<file path="src/rtl/ex_muldiv_seq_pkg.sv">
`default_nettype none
// ============================================================================
//  Module      : ex_muldiv_seq_pkg
//  Description : Shared types, encodings and helpers for the iterative RV32M
//                multiply/divide sequencer.
//  Revision    : 1.0 - initial release
// ============================================================================
package ex_muldiv_seq_pkg;

    // Default operand/result width of the sequencer.
    localparam int MD_XLEN = 32;

    // M-extension funct3 encodings.
    typedef enum logic [2:0] {
        MD_MUL    = 3'd0,
        MD_MULH   = 3'd1,
        MD_MULHSU = 3'd2,
        MD_MULHU  = 3'd3,
        MD_DIV    = 3'd4,
        MD_DIVU   = 3'd5,
        MD_REM    = 3'd6,
        MD_REMU   = 3'd7
    } md_op_e;

    // Sequencer states.
    typedef enum logic [1:0] {
        ST_IDLE = 2'd0,
        ST_CALC = 2'd1,
        ST_DONE = 2'd2
    } md_state_e;

    // All divide/remainder ops have funct3[2] set.
    function automatic logic op_is_div(input md_op_e op);
        return op[2];
    endfunction

    // REM and REMU return the remainder rather than the quotient.
    function automatic logic op_is_rem(input md_op_e op);
        return op[2] & op[1];
    endfunction

    // rs1 is treated as signed by MUL, MULH, MULHSU, DIV and REM.
    function automatic logic op_signed_a(input md_op_e op);
        return (op == MD_MUL) || (op == MD_MULH) || (op == MD_MULHSU) ||
               (op == MD_DIV) || (op == MD_REM);
    endfunction

    // rs2 is treated as signed by MUL, MULH, DIV and REM.
    function automatic logic op_signed_b(input md_op_e op);
        return (op == MD_MUL) || (op == MD_MULH) ||
               (op == MD_DIV) || (op == MD_REM);
    endfunction

endpackage : ex_muldiv_seq_pkg
`default_nettype wire

</file>
<file path="src/rtl/ex_muldiv_seq_if.sv">
`default_nettype none
// ============================================================================
//  Module      : ex_muldiv_seq_if
//  Description : EX-stage <-> multiply/divide sequencer handshake bundle.
//                The pipeline drives the op request and consumes the stall,
//                busy, done and result signals.
//  Revision    : 1.0 - initial release
// ============================================================================
interface ex_muldiv_seq_if #(
    parameter int XLEN = ex_muldiv_seq_pkg::MD_XLEN
);
    logic            md_i_start;
    logic [2:0]      md_i_op;
    logic [XLEN-1:0] md_i_a;
    logic [XLEN-1:0] md_i_b;
    logic            md_i_flush;
    logic            md_o_stall;
    logic            md_o_busy;
    logic            md_o_done;
    logic [XLEN-1:0] md_o_result;

    // Pipeline (EX stage) side.
    modport master (
        output md_i_start, md_i_op, md_i_a, md_i_b, md_i_flush,
        input  md_o_stall, md_o_busy, md_o_done, md_o_result
    );

    // Sequencer side.
    modport slave (
        input  md_i_start, md_i_op, md_i_a, md_i_b, md_i_flush,
        output md_o_stall, md_o_busy, md_o_done, md_o_result
    );

endinterface : ex_muldiv_seq_if
`default_nettype wire

</file>
<file path="src/rtl/ex_muldiv_fixup.sv">
`default_nettype none
// ============================================================================
//  Module      : ex_muldiv_fixup
//  Description : Combinational result stage. Applies the sign correction to
//                the magnitude product / quotient / remainder, substitutes the
//                divide-by-zero and signed-overflow results and selects the
//                requested half or operand.
//  Revision    : 1.0 - initial release
// ============================================================================
module ex_muldiv_fixup
    import ex_muldiv_seq_pkg::*;
#(
    parameter int XLEN = MD_XLEN
) (
    input  var md_op_e          i_op,
    input  wire [2*XLEN-1:0]    i_acc,     // mul: magnitude product; div: {rem, quo}
    input  wire                 i_neg_a,   // rs1 negative and treated as signed
    input  wire                 i_neg_b,   // rs2 negative and treated as signed
    input  wire                 i_b_zero,  // rs2 == 0
    input  wire                 i_ovf,     // signed 0x80000000 / -1
    input  wire [XLEN-1:0]      i_a,       // raw rs1, returned as remainder on /0
    output logic [XLEN-1:0]     o_result
);

    logic [2*XLEN-1:0] w_prod;
    logic [XLEN-1:0]   w_quo;
    logic [XLEN-1:0]   w_rem;

    // Sign fix, special-case substitution and final result select.
    always_comb begin
        w_prod   = (i_neg_a ^ i_neg_b) ? -i_acc : i_acc;
        w_quo    = (i_neg_a ^ i_neg_b) ? -i_acc[XLEN-1:0] : i_acc[XLEN-1:0];
        w_rem    = i_neg_a ? -i_acc[2*XLEN-1:XLEN] : i_acc[2*XLEN-1:XLEN];
        o_result = '0;
        if (op_is_div(i_op)) begin
            if (i_b_zero) begin
                w_quo = '1;
                w_rem = i_a;
            end else if (i_ovf) begin
                w_quo = {1'b1, {(XLEN-1){1'b0}}};
                w_rem = '0;
            end
            o_result = op_is_rem(i_op) ? w_rem : w_quo;
        end else if (!i_b_zero) begin
            // A zero multiplier short-circuits with a zero product.
            o_result = (i_op == MD_MUL) ? w_prod[XLEN-1:0] : w_prod[2*XLEN-1:XLEN];
        end
    end

endmodule : ex_muldiv_fixup
`default_nettype wire

</file>
<file path="src/rtl/ex_muldiv_seq.sv">
`default_nettype none
// ============================================================================
//  Module      : ex_muldiv_seq
//  Description : Iterative RV32M multiply/divide sequencer beside the EX-stage
//                ALU. One bit per cycle shift-add multiply or restoring divide
//                on operand magnitudes, followed by a sign fix. Stalls the
//                pipeline while running; flush aborts the op.
//  Revision    : 1.0 - initial release
// ============================================================================
module ex_muldiv_seq
    import ex_muldiv_seq_pkg::*;
#(
    parameter int XLEN = MD_XLEN
) (
    input  wire              clk,
    input  wire              rst,
    ex_muldiv_seq_if.slave   md
);

    localparam int                 CNT_W      = $clog2(XLEN);
    localparam logic [CNT_W-1:0]   c_cnt_init = CNT_W'(XLEN - 1);

    // ------------------------------------------------------------------
    // Registers
    // ------------------------------------------------------------------
    md_state_e          r_state;
    md_op_e             r_op;
    logic [XLEN-1:0]    r_opnd;     // mul: |a| multiplicand; div: |b| divisor
    logic [2*XLEN-1:0]  r_acc;      // mul: {partial, multiplier}; div: {rem, quo}
    logic               r_neg_a;
    logic               r_neg_b;
    logic [CNT_W-1:0]   r_cnt;
    logic               r_done;
    logic               r_busy;
    logic [XLEN-1:0]    r_result;

    // ------------------------------------------------------------------
    // Request decode
    // ------------------------------------------------------------------
    md_op_e             w_op;
    logic               w_neg_a;
    logic               w_neg_b;
    logic [XLEN-1:0]    w_a_mag;
    logic [XLEN-1:0]    w_b_mag;
    logic               w_b_zero;
    logic               w_ovf;
    logic               w_accept;

    // Operand magnitudes and special-case detection for the incoming op.
    always_comb begin
        w_op     = md_op_e'(md.md_i_op);
        w_neg_a  = op_signed_a(w_op) & md.md_i_a[XLEN-1];
        w_neg_b  = op_signed_b(w_op) & md.md_i_b[XLEN-1];
        w_a_mag  = w_neg_a ? -md.md_i_a : md.md_i_a;
        w_b_mag  = w_neg_b ? -md.md_i_b : md.md_i_b;
        w_b_zero = (md.md_i_b == '0);
        w_ovf    = ((w_op == MD_DIV) || (w_op == MD_REM)) &&
                   (md.md_i_a == {1'b1, {(XLEN-1){1'b0}}}) && (&md.md_i_b);
        w_accept = (r_state == ST_IDLE) && md.md_i_start && !md.md_i_flush;
    end

    // ------------------------------------------------------------------
    // One iteration of the datapath
    // ------------------------------------------------------------------
    logic [XLEN:0]      w_mul_sum;
    logic [XLEN:0]      w_div_shift;
    logic [XLEN:0]      w_div_diff;
    logic [2*XLEN-1:0]  w_acc_next;

    // Shift-add multiply step or restoring divide step on the accumulator.
    always_comb begin
        w_mul_sum   = {1'b0, r_acc[2*XLEN-1:XLEN]} +
                      (r_acc[0] ? {1'b0, r_opnd} : {(XLEN+1){1'b0}});
        w_div_shift = r_acc[2*XLEN-1:XLEN-1];
        w_div_diff  = w_div_shift - {1'b0, r_opnd};
        if (op_is_div(r_op)) begin
            // A borrow out of the XLEN+1-bit subtract means the divisor did not fit.
            if (w_div_diff[XLEN])
                w_acc_next = {w_div_shift[XLEN-1:0], r_acc[XLEN-2:0], 1'b0};
            else
                w_acc_next = {w_div_diff[XLEN-1:0], r_acc[XLEN-2:0], 1'b1};
        end else begin
            w_acc_next = {w_mul_sum, r_acc[XLEN-1:1]};
        end
    end

    // ------------------------------------------------------------------
    // Result fix-up: fed from the request in IDLE (special cases finish
    // there) and from the last iteration while in CALC.
    // ------------------------------------------------------------------
    md_op_e             w_fix_op;
    logic [2*XLEN-1:0]  w_fix_acc;
    logic               w_fix_neg_a;
    logic               w_fix_neg_b;
    logic               w_fix_b_zero;
    logic               w_fix_ovf;
    logic [XLEN-1:0]    w_fix_result;

    // Select fix-up inputs according to where the op finishes.
    always_comb begin
        w_fix_op     = r_op;
        w_fix_acc    = w_acc_next;
        w_fix_neg_a  = r_neg_a;
        w_fix_neg_b  = r_neg_b;
        w_fix_b_zero = 1'b0;
        w_fix_ovf    = 1'b0;
        if (r_state == ST_IDLE) begin
            w_fix_op     = w_op;
            w_fix_acc    = '0;
            w_fix_neg_a  = w_neg_a;
            w_fix_neg_b  = w_neg_b;
            w_fix_b_zero = w_b_zero;
            w_fix_ovf    = w_ovf;
        end
    end

    ex_muldiv_fixup #(
        .XLEN (XLEN)
    ) u_fixup (
        .i_op     (w_fix_op),
        .i_acc    (w_fix_acc),
        .i_neg_a  (w_fix_neg_a),
        .i_neg_b  (w_fix_neg_b),
        .i_b_zero (w_fix_b_zero),
        .i_ovf    (w_fix_ovf),
        .i_a      (md.md_i_a),
        .o_result (w_fix_result)
    );

    // ------------------------------------------------------------------
    // Sequencer FSM with registered done/busy/result.
    // ------------------------------------------------------------------
    // Accept, iterate, publish the result for one cycle; flush aborts anywhere.
    always_ff @(posedge clk or posedge rst) begin
        if (rst) begin
            r_state  <= ST_IDLE;
            r_op     <= MD_MUL;
            r_opnd   <= '0;
            r_acc    <= '0;
            r_neg_a  <= 1'b0;
            r_neg_b  <= 1'b0;
            r_cnt    <= '0;
            r_done   <= 1'b0;
            r_busy   <= 1'b0;
            r_result <= '0;
        end else begin
            r_done <= 1'b0;
            case (r_state)
                ST_IDLE: begin
                    if (w_accept) begin
                        r_op    <= w_op;
                        r_neg_a <= w_neg_a;
                        r_neg_b <= w_neg_b;
                        r_cnt   <= c_cnt_init;
                        r_busy  <= 1'b1;
                        if (op_is_div(w_op)) begin
                            r_opnd <= w_b_mag;
                            r_acc  <= {{XLEN{1'b0}}, w_a_mag};
                        end else begin
                            r_opnd <= w_a_mag;
                            r_acc  <= {{XLEN{1'b0}}, w_b_mag};
                        end
                        if (w_b_zero || w_ovf) begin
                            r_state  <= ST_DONE;
                            r_done   <= 1'b1;
                            r_result <= w_fix_result;
                        end else begin
                            r_state  <= ST_CALC;
                        end
                    end
                end
                ST_CALC: begin
                    if (md.md_i_flush) begin
                        r_state <= ST_IDLE;
                        r_busy  <= 1'b0;
                    end else begin
                        r_acc <= w_acc_next;
                        if (r_cnt == '0) begin
                            r_state  <= ST_DONE;
                            r_done   <= 1'b1;
                            r_result <= w_fix_result;
                        end else begin
                            r_cnt <= r_cnt - CNT_W'(1);
                        end
                    end
                end
                ST_DONE: begin
                    // Start is not looked at here; EX re-presents it next cycle.
                    r_state <= ST_IDLE;
                    r_busy  <= 1'b0;
                end
                default: begin
                    r_state <= ST_IDLE;
                    r_busy  <= 1'b0;
                end
            endcase
        end
    end

    // Stall covers the accept cycle and every iteration; it drops in DONE.
    assign md.md_o_stall  = !rst && (w_accept || (r_state == ST_CALC));
    assign md.md_o_busy   = r_busy;
    assign md.md_o_done   = r_done;
    assign md.md_o_result = r_result;

endmodule : ex_muldiv_seq
`default_nettype wire

</file>
<file path="src/flat_wrapper.sv">
// flat-port wrapper written by rule: the top's interface ports become plain ports
module ex_muldiv_seq_flat import ex_muldiv_seq_pkg::*;
#(
    parameter int XLEN = MD_XLEN
)
  (clk, rst, md_md_i_start, md_md_i_op, md_md_i_a, md_md_i_b, md_md_i_flush, md_md_o_stall, md_md_o_busy, md_md_o_done, md_md_o_result);
  ex_muldiv_seq_if #(.XLEN(XLEN)) md_i ();
  input  wire clk;
  input  wire rst;
  input wire logic [$bits(md_i.md_i_start)-1:0] md_md_i_start;
  input wire logic [$bits(md_i.md_i_op)-1:0] md_md_i_op;
  input wire logic [$bits(md_i.md_i_a)-1:0] md_md_i_a;
  input wire logic [$bits(md_i.md_i_b)-1:0] md_md_i_b;
  input wire logic [$bits(md_i.md_i_flush)-1:0] md_md_i_flush;
  output wire logic [$bits(md_i.md_o_stall)-1:0] md_md_o_stall;
  output wire logic [$bits(md_i.md_o_busy)-1:0] md_md_o_busy;
  output wire logic [$bits(md_i.md_o_done)-1:0] md_md_o_done;
  output wire logic [$bits(md_i.md_o_result)-1:0] md_md_o_result;
  assign md_i.md_i_start = md_md_i_start;
  assign md_i.md_i_op = md_md_i_op;
  assign md_i.md_i_a = md_md_i_a;
  assign md_i.md_i_b = md_md_i_b;
  assign md_i.md_i_flush = md_md_i_flush;
  assign md_md_o_stall = md_i.md_o_stall;
  assign md_md_o_busy = md_i.md_o_busy;
  assign md_md_o_done = md_i.md_o_done;
  assign md_md_o_result = md_i.md_o_result;
  ex_muldiv_seq #(.XLEN(XLEN)) u_core (.clk(clk), .rst(rst), .md(md_i));
endmodule
</file>
<file path="config.mk">
export PLATFORM = sky130hd
export DESIGN_NAME = ex_muldiv_seq_flat
export DESIGN_NICKNAME = d
export VERILOG_FILES = /design/src/rtl/ex_muldiv_seq_pkg.sv /design/src/rtl/ex_muldiv_seq_if.sv /design/src/rtl/ex_muldiv_fixup.sv /design/src/rtl/ex_muldiv_seq.sv /design/src/flat_wrapper.sv
export SDC_FILE = /design/constraint.sdc
export NUM_CORES = 1
export LEC_CHECK = 0
export ABC_CLOCK_PERIOD_IN_PS = 11260
export BUFFER_PORTS_ARGS = -buffer_cell sky130_fd_sc_hd__buf_2
export CAP_MARGIN = 0
export CORE_ASPECT_RATIO = 0.5
export CORE_UTILIZATION = 50
export CTS_CLUSTER_DIAMETER = 80
export DETAILED_ROUTE_END_ITERATION = 7
export PLACE_DENSITY_LB_ADDON = 0.2
export SLEW_MARGIN = 20
export SYNTH_ARGS = -nofsm -noshare
export SYNTH_HDL_FRONTEND = slang
export SYNTH_SLANG_ARGS = --single-unit
</file>
<file path="constraint.sdc">
create_clock -name clk -period 11.26 [get_ports clk]
set_input_delay 0.563 -clock clk [delete_from_list [all_inputs] [get_ports clk]]
set_output_delay 0.563 -clock clk [all_outputs]
set_load 0.005 [all_outputs]
</file>
==> results of run 1 <==
final cells by class:
class	instances	area, sq um	area share (%)
tap	475	594	3.09
multi-input combinational	2103	13400	69.5
clock inverter	14	149	0.774
inverter	68	260	1.35
sequential	142	3560	18.5
timing repair buffer	150	870	4.52
clock buffer	18	439	2.28
per-stage QoR:
stage	cell area (sq um)	power (W)	utilization (%)
after floorplan	17700	0.00265	-
after global placement	18600	0.00356	53.7
after detailed placement	18600	0.00356	53.7
after CTS	19200	0.00417	55.4
after global routing	19200	0.00452	55.4
final	19200	0.00433	55.4
layout by cell type, fill, tap and decap left out, types with 45 or more instances in the layout:
cell        n
nand2_1   294
nor2_1    245
o211ai_1   47
a31oi_1    50
ha_1       70
inv_1      66
mux2i_1    60
xor2_1     64
a21oi_1   225
xnor2_1    70
and2_1     46
nor3_1     67
o21ai_0   190
nand3_1    71
buf_2     104
dfrtp_1   141
buf_4      45
power by group:
group	internal [W]	switching, W
logic	0.000933	0.00203
clock network	0.000319	0.000291
registers	0.000614	0.000144
total	0.00187	0.00247
kinds of logic after synthesis:
kind of cell | Yosys count | synth area share (%)
buffers and inverters | 226 | 5.10
and+or+nand+nor | 941 | 25.6
AOI/OAI and AO/OA | 886 | 33.5
adders and majority gates | 72 | 5.16
muxes | 68 | 3.89
xor gates and xnor gates | 136 | 6.72
DFF | 142 | 20.0
worst max-delay path, stage by stage (launching register included):
cell and delay, ns:
dfrtp_1 0.45, ha_1 0.44, nand4_1 0.22, o22ai_2 0.15, or4_4 0.48, o21ai_4 0.19, nand4_1 0.61, nand2_1 0.28
nor2_1 0.06, a21oi_1 0.27, or2_2 0.21, ha_1 0.42, o21a_1 0.28, nand2_1 0.14, a211o_1 0.29, nor2_1 0.91
inv_1 0.22, nor4_1 0.39, mux2i_1 0.23, nand3_1 0.10, a211oi_1 0.24
how the worst max path moves through the flow:
stage / end / start
2_1_floorplan: u_core.md.md_o_result[30] / u_core.r_acc[31]
3_3_place_gp: u_core.md.md_o_result[22] / u_core.r_acc[41]
3_5_place_dp: u_core.md.md_o_result[30] / u_core.r_acc[0]
4_1_cts: u_core.md.md_o_result[22] / u_core.r_acc[41]
5_1_grt: u_core.md.md_o_result[22] / u_core.r_acc[38]
6_report: u_core.md.md_o_result[22] / u_core.r_acc[41]
per-layer routing:
layer	vias up	track usage, %	wire [um]
met2	1581	63.6	33200
met4	6	17.2	3330
met1	10200	67.6	36300
met3	236	19.0	14400
met5	-	0	37
li1	9308	-	-
state kept, by name, indices dropped and copies added, names as in the netlist:
signal / flops
u_core.md.md_o_done: 1
u_core.r_op: 3
u_core.md.md_o_result: 32
u_core.r_opnd: 32
u_core.r_state: 2
u_core.r_neg_b: 1
u_core.r_cnt: 5
u_core.md.md_o_busy: 1
u_core.r_acc: 64
u_core.r_neg_a: 1
==> results.md, run 1 <==
- Final period util: between 50% and 60%
- Outcome: completed
- Initial antenna violation count: 4
- Post-synthesis cell area: 17700 sq um
- Clock skew: 0.0147 ns
- Share of layout cells above drive strength 1: 10.5%
- Clk slew on worst S/H paths: 0.07 ns
- Vias in the first global route: 18500
- Syn Area/Cell: 7.18 sq um
- Post-Syn Instances: 2471
- Crit. End Element: flop
- Row cnt: 48
- EDFF count, synth: 0
- Vias: 21300
- Post-synthesis register bit count: 142
- Max clock buf depth: 2
- Top Ports: 106
- Maximum vdd drop: 117 uV
- Pwr dens: 225 nW/um^2
- First-pass GRT wire length: 126 mm
- Fin cells: approximately 3000
- Final HPWL from detailed placement: 67.1 mm
- Total CTS buffers: 17
- Largest area contributor in the synthesized netlist: dfrtp_1
- FF-to-FF End: u_core.md.md_o_result[22]
- Synth cell types: 108
- Commonest cells post-synth: nand2_1 (294), nor2_1 (248), a21oi_1 (225)
- Area delta synth->final: 8.50%
- Post_cts resized: 0
- Max Clk Rate: 0.149 GHz
- Worst R2R Setup Slack: 4.56 ns
- Slew at the pin closest to its max-slew limit: ~1.2 ns
- Core area: between 30000 and 40000 sq um
- Synth Flop Type: dfrtp_1
- Die Y: 135 um
- Setup TNS Final: 0 ns
- Initial DRC Count: 3444
- Overflow after GRT: 0
- Hold_ws: 0.233 ns
- Pre-CTS setup slack: 4.97 ns
- Syn Nets: approximately 2600
- Initial Util: around half
- CP startpoint kind: flop
- Final setup vio count: 0
- # DRC: 0
- WP data required: 11.63 ns
- CTS Hold Bufs: 0
- Synth warnings: 0
- I/O Buffers: 105
- Setup bufs post-CTS: 0
- Largest net degree at the start of global routing: 90
- Path depth of the worst reg2reg path: 20
- Via density per instance: 7.18
- Clk_lat worst skew: 0.47 ns
- Root Buffer: clkbuf_16
- Nets: 2625
- Total GRT Usage: 47.6%
- Htree depth: 4
- Kind of critical path: flop to flop
- ANT cells: 0
- Max cap viols: 0
- Sequential area share after synthesis: 20.0%
- Arr. time, crit path: 7.07 ns
- Unrepaired setup endpoints after global routing: false
- Max FO, Critical Path: 10
- Wire per inst: 29.4 um
- Fillers: 3500
- Worst Hold Class: primary input to asynchronous set/reset pin
- Crit Reg-Reg Startpoint: u_core.r_acc[41]
- DP Cell Count: 2938
- Slew Limit Fails: 0
- Post-route ant nets: 0
- Clk sinks: 142
- Synth async-reset ratio: 100%
- Top cells by area, synth: dfrtp_1 (20%), a21oi_1 (6.4%), nand2_1 (6.2%)
- Routed WL: between 80 and 90 mm
- CTS tree: done
- Die X: 268 um
- Fin. Hold Viols: 0
- Synth top area share: roughly a fifth
- Leakage: around 8.0 nW
- Fin crit period: 6.70 ns
- Placer congestion estimate: 1.04
- Most common cell in the netlist: nand2_1
- Rel. slew slack: 18.4%
- Final worst slack: between 4 and 5 ns
- Die footprint: about 36000 sq um
- Drt pass-1 iters: 7
Power figures use the tool's default switching activity.
==> inputs of run 2 (changes only) <==
--- a/config.mk
+++ b/config.mk
@@ -5,7 +5,7 @@
 export SDC_FILE = /design/constraint.sdc
 export NUM_CORES = 1
 export LEC_CHECK = 0
-export ABC_CLOCK_PERIOD_IN_PS = 11260
+export ABC_CLOCK_PERIOD_IN_PS = 6600
 export BUFFER_PORTS_ARGS = -buffer_cell sky130_fd_sc_hd__buf_2
 export CAP_MARGIN = 0
 export CORE_ASPECT_RATIO = 0.5
==> constraint.sdc (replaced) <==
create_clock -name clk -period 6.6 [get_ports clk]
set_input_delay 0.33 -clock clk [delete_from_list [all_inputs] [get_ports clk]]
set_output_delay 0.33 -clock clk [all_outputs]
set_load 0.005 [all_outputs]
==> run 2 against run 1 <==
  * The flow now finishes with violations (hold timing)
  * Sequential cell count did not move
  * Wire length rose by 2.3%
  * Cell count rose by 0.91%
  * Critical path type unchanged
==> results.md, run 2 (same netlist as run 1, synthesis figures left out) <==
- Die Y: 135 um
- Slew Limit Fails: 0
- CTS tree: done
- Setup bufs post-CTS: 0
- Sw power: 0.00427 W
- Fin crit period: 5.81 ns
- Initial antenna violation count: 9
- Post-route ant nets: 0
- Die footprint: 36300 sq um
- Max reg flops: 64
- Setup TNS Final: 0 ns
- Pre-CTS setup slack: 0.999 ns
- Final worst slack: 0.786 ns
- Leakage: roughly 8 nW
- Kind of critical path: flop to flop
- First-pass GRT wire length: between 100 and 150 mm
- Nets: 2646
- Drt pass-1 iters: 6
- Total GRT Usage: 48.5%
- Final HPWL from detailed placement: slightly below 70 mm
- Vias in the first global route: 18800
- Row cnt: 48
- Unrepaired setup endpoints after global routing: false
- Biggest register: u_core.r_acc
- Die X: ~270 um
- Clk_lat worst skew: ~0.46 ns
- WP data required: 6.93 ns
- Clock skew: 0.0121 ns
- Clk slew on worst S/H paths: 0.07 ns
- Final core occ: 55.8%
- Htree depth: 4
- Initial Util: around 51%
- Total CTS buffers: 17
- Final setup vio count: 0
- Initial DRC Count: around 3700
- Outcome: finished, violations left
- Share of layout cells above drive strength 1: about 11%
- Core area: about 35000 sq um
- # DRC: 0
- Pwr dens: 387 nW/um^2
- Clk network pwr share: between 10% and 20%
- Hold_ws: -0.0279 ns
- Int Pwr: approximately 0.0032 W
- Rel. slew slack: 16.6%
- I/O Buffers: 105
- Flop pwr share: 17.7%
- Slew at the pin closest to its max-slew limit: 1.25 ns
- Most frequent cells in the layout: nand2_1 (294), nor2_1 (245), a21oi_1 (225)
- Final period util: 88.1%
- Overflow after GRT: 0
- Max Clk Rate: 0.172 GHz
- Post_cts resized: 0
- Top Ports: 106
- Sw Ratio: between 50% and 60%
- Area delta synth->final: 9.22%
- Placer congestion estimate: 1.07
- CTS Hold Bufs: 0
- Crit. End Element: flop
- Wire per inst: 29.8 um
- CP startpoint kind: flop
- Fillers: 3429
- Arr. time, crit path: 6.15 ns
- Failing checks: hold timing
- Comb pwr share: 68.8%
- Maximum vdd drop: roughly 200 uV
- Most common cell after layout, fill and taps aside: nand2_1
- Worst Hold Class: primary input to asynchronous set/reset pin
- Vias: 21600
- Clk sinks: between 100 and 150
- Power, Total: 0.00750 W
- Largest net degree at the start of global routing: 97
- Max FO, Critical Path: 10
- Routed WL: 89.2 mm
- Via density per instance: approximately 7.2
- Root Buffer: clkbuf_16
- Max clock buf depth: 2
- Fin. Hold Viols: 8
- Max cap viols: 0
run 2: cell types whose count changed in the layout (fill, tap and decap cells not counted), sizes merged:
cell	before	now
clkbuf	18	21
clkinv	4	2
diode	0	6
buf	150	171
clkinvlp	2	4
inv	75	72
run 2: cell type report:
class / count / area [sq um] / share of cell area [%]
Multi-Input combinational cell: 2103 / 13400 / 68.9
Sequential cell: 142 / 3560 / 18.4
Timing Repair Buffer: 171 / 1020 / 5.28
Tap cell: 475 / 594 / 3.07
Clock buffer: 21 / 460 / 2.38
Inverter: 68 / 260 / 1.34
Clock inverter: 11 / 108 / 0.556
Antenna cell: 6 / 15.0 / 0.0775
run 2: layer usage:
layer	global-route usage [%]	part of all wire (%)	up-vias
met5	0.541	0.026	-
met4	17.9	3.7	4
met3	21.6	18	233
met2	64.2	38	1737
met1	67.9	41	10300
li1	-	-	9362
run 2: power by group through the flow:
stage               Clock, W  Combinational, W  Sequential, W
global placement           0           0.00485        0.00132
CTS                  0.00101           0.00488        0.00131
floorplan                  0           0.00333        0.00119
global route         0.00104           0.00541        0.00134
finish               0.00102           0.00516        0.00133
detailed placement         0           0.00485        0.00132
run 2: per-stage QoR:
stage,std cells,instance area (sq um)
2_1_floorplan,2471,17700
3_3_place_gp,2959,18800
3_5_place_dp,2959,18800
4_1_cts,2991,19300
5_1_grt,2991,19400
6_report,2997,19400
run 2: final timing paths:
check                                               from  slack [ns]  cells after the start                        end
worst max register to register          u_core.r_acc[31]        0.79                     17  u_core.md.md_o_result[25]
worst min-delay path                                 rst       -0.03                      2           u_core.r_acc[12]
worst max-delay path                    u_core.r_acc[31]        0.79                     17  u_core.md.md_o_result[25]
max in group asynchronous                            rst        5.46                      3             u_core.r_op[2]
min in group clk                           md_md_i_flush        0.15                      2          u_core.r_state[0]
worst min register to register  u_core.md.md_o_result[0]        0.49                      2   u_core.md.md_o_result[0]
run 2: critical path: stages (launching register included):
cell	delay, ns
dfrtp_1	0.37
inv_1	0.06
ha_1	0.22
fa_1	0.39
and2b_1	0.25
o2111ai_2	0.21
a211oi_2	0.53
o21ai_4	0.14
a31oi_2	0.48
nor2_1	0.30
buf_4	0.28
o41a_1	0.48
a211oi_2	0.43
nand3_2	0.33
o41ai_1	0.79
xor2_1	0.14
a21oi_1	0.18
nand3_1	0.09
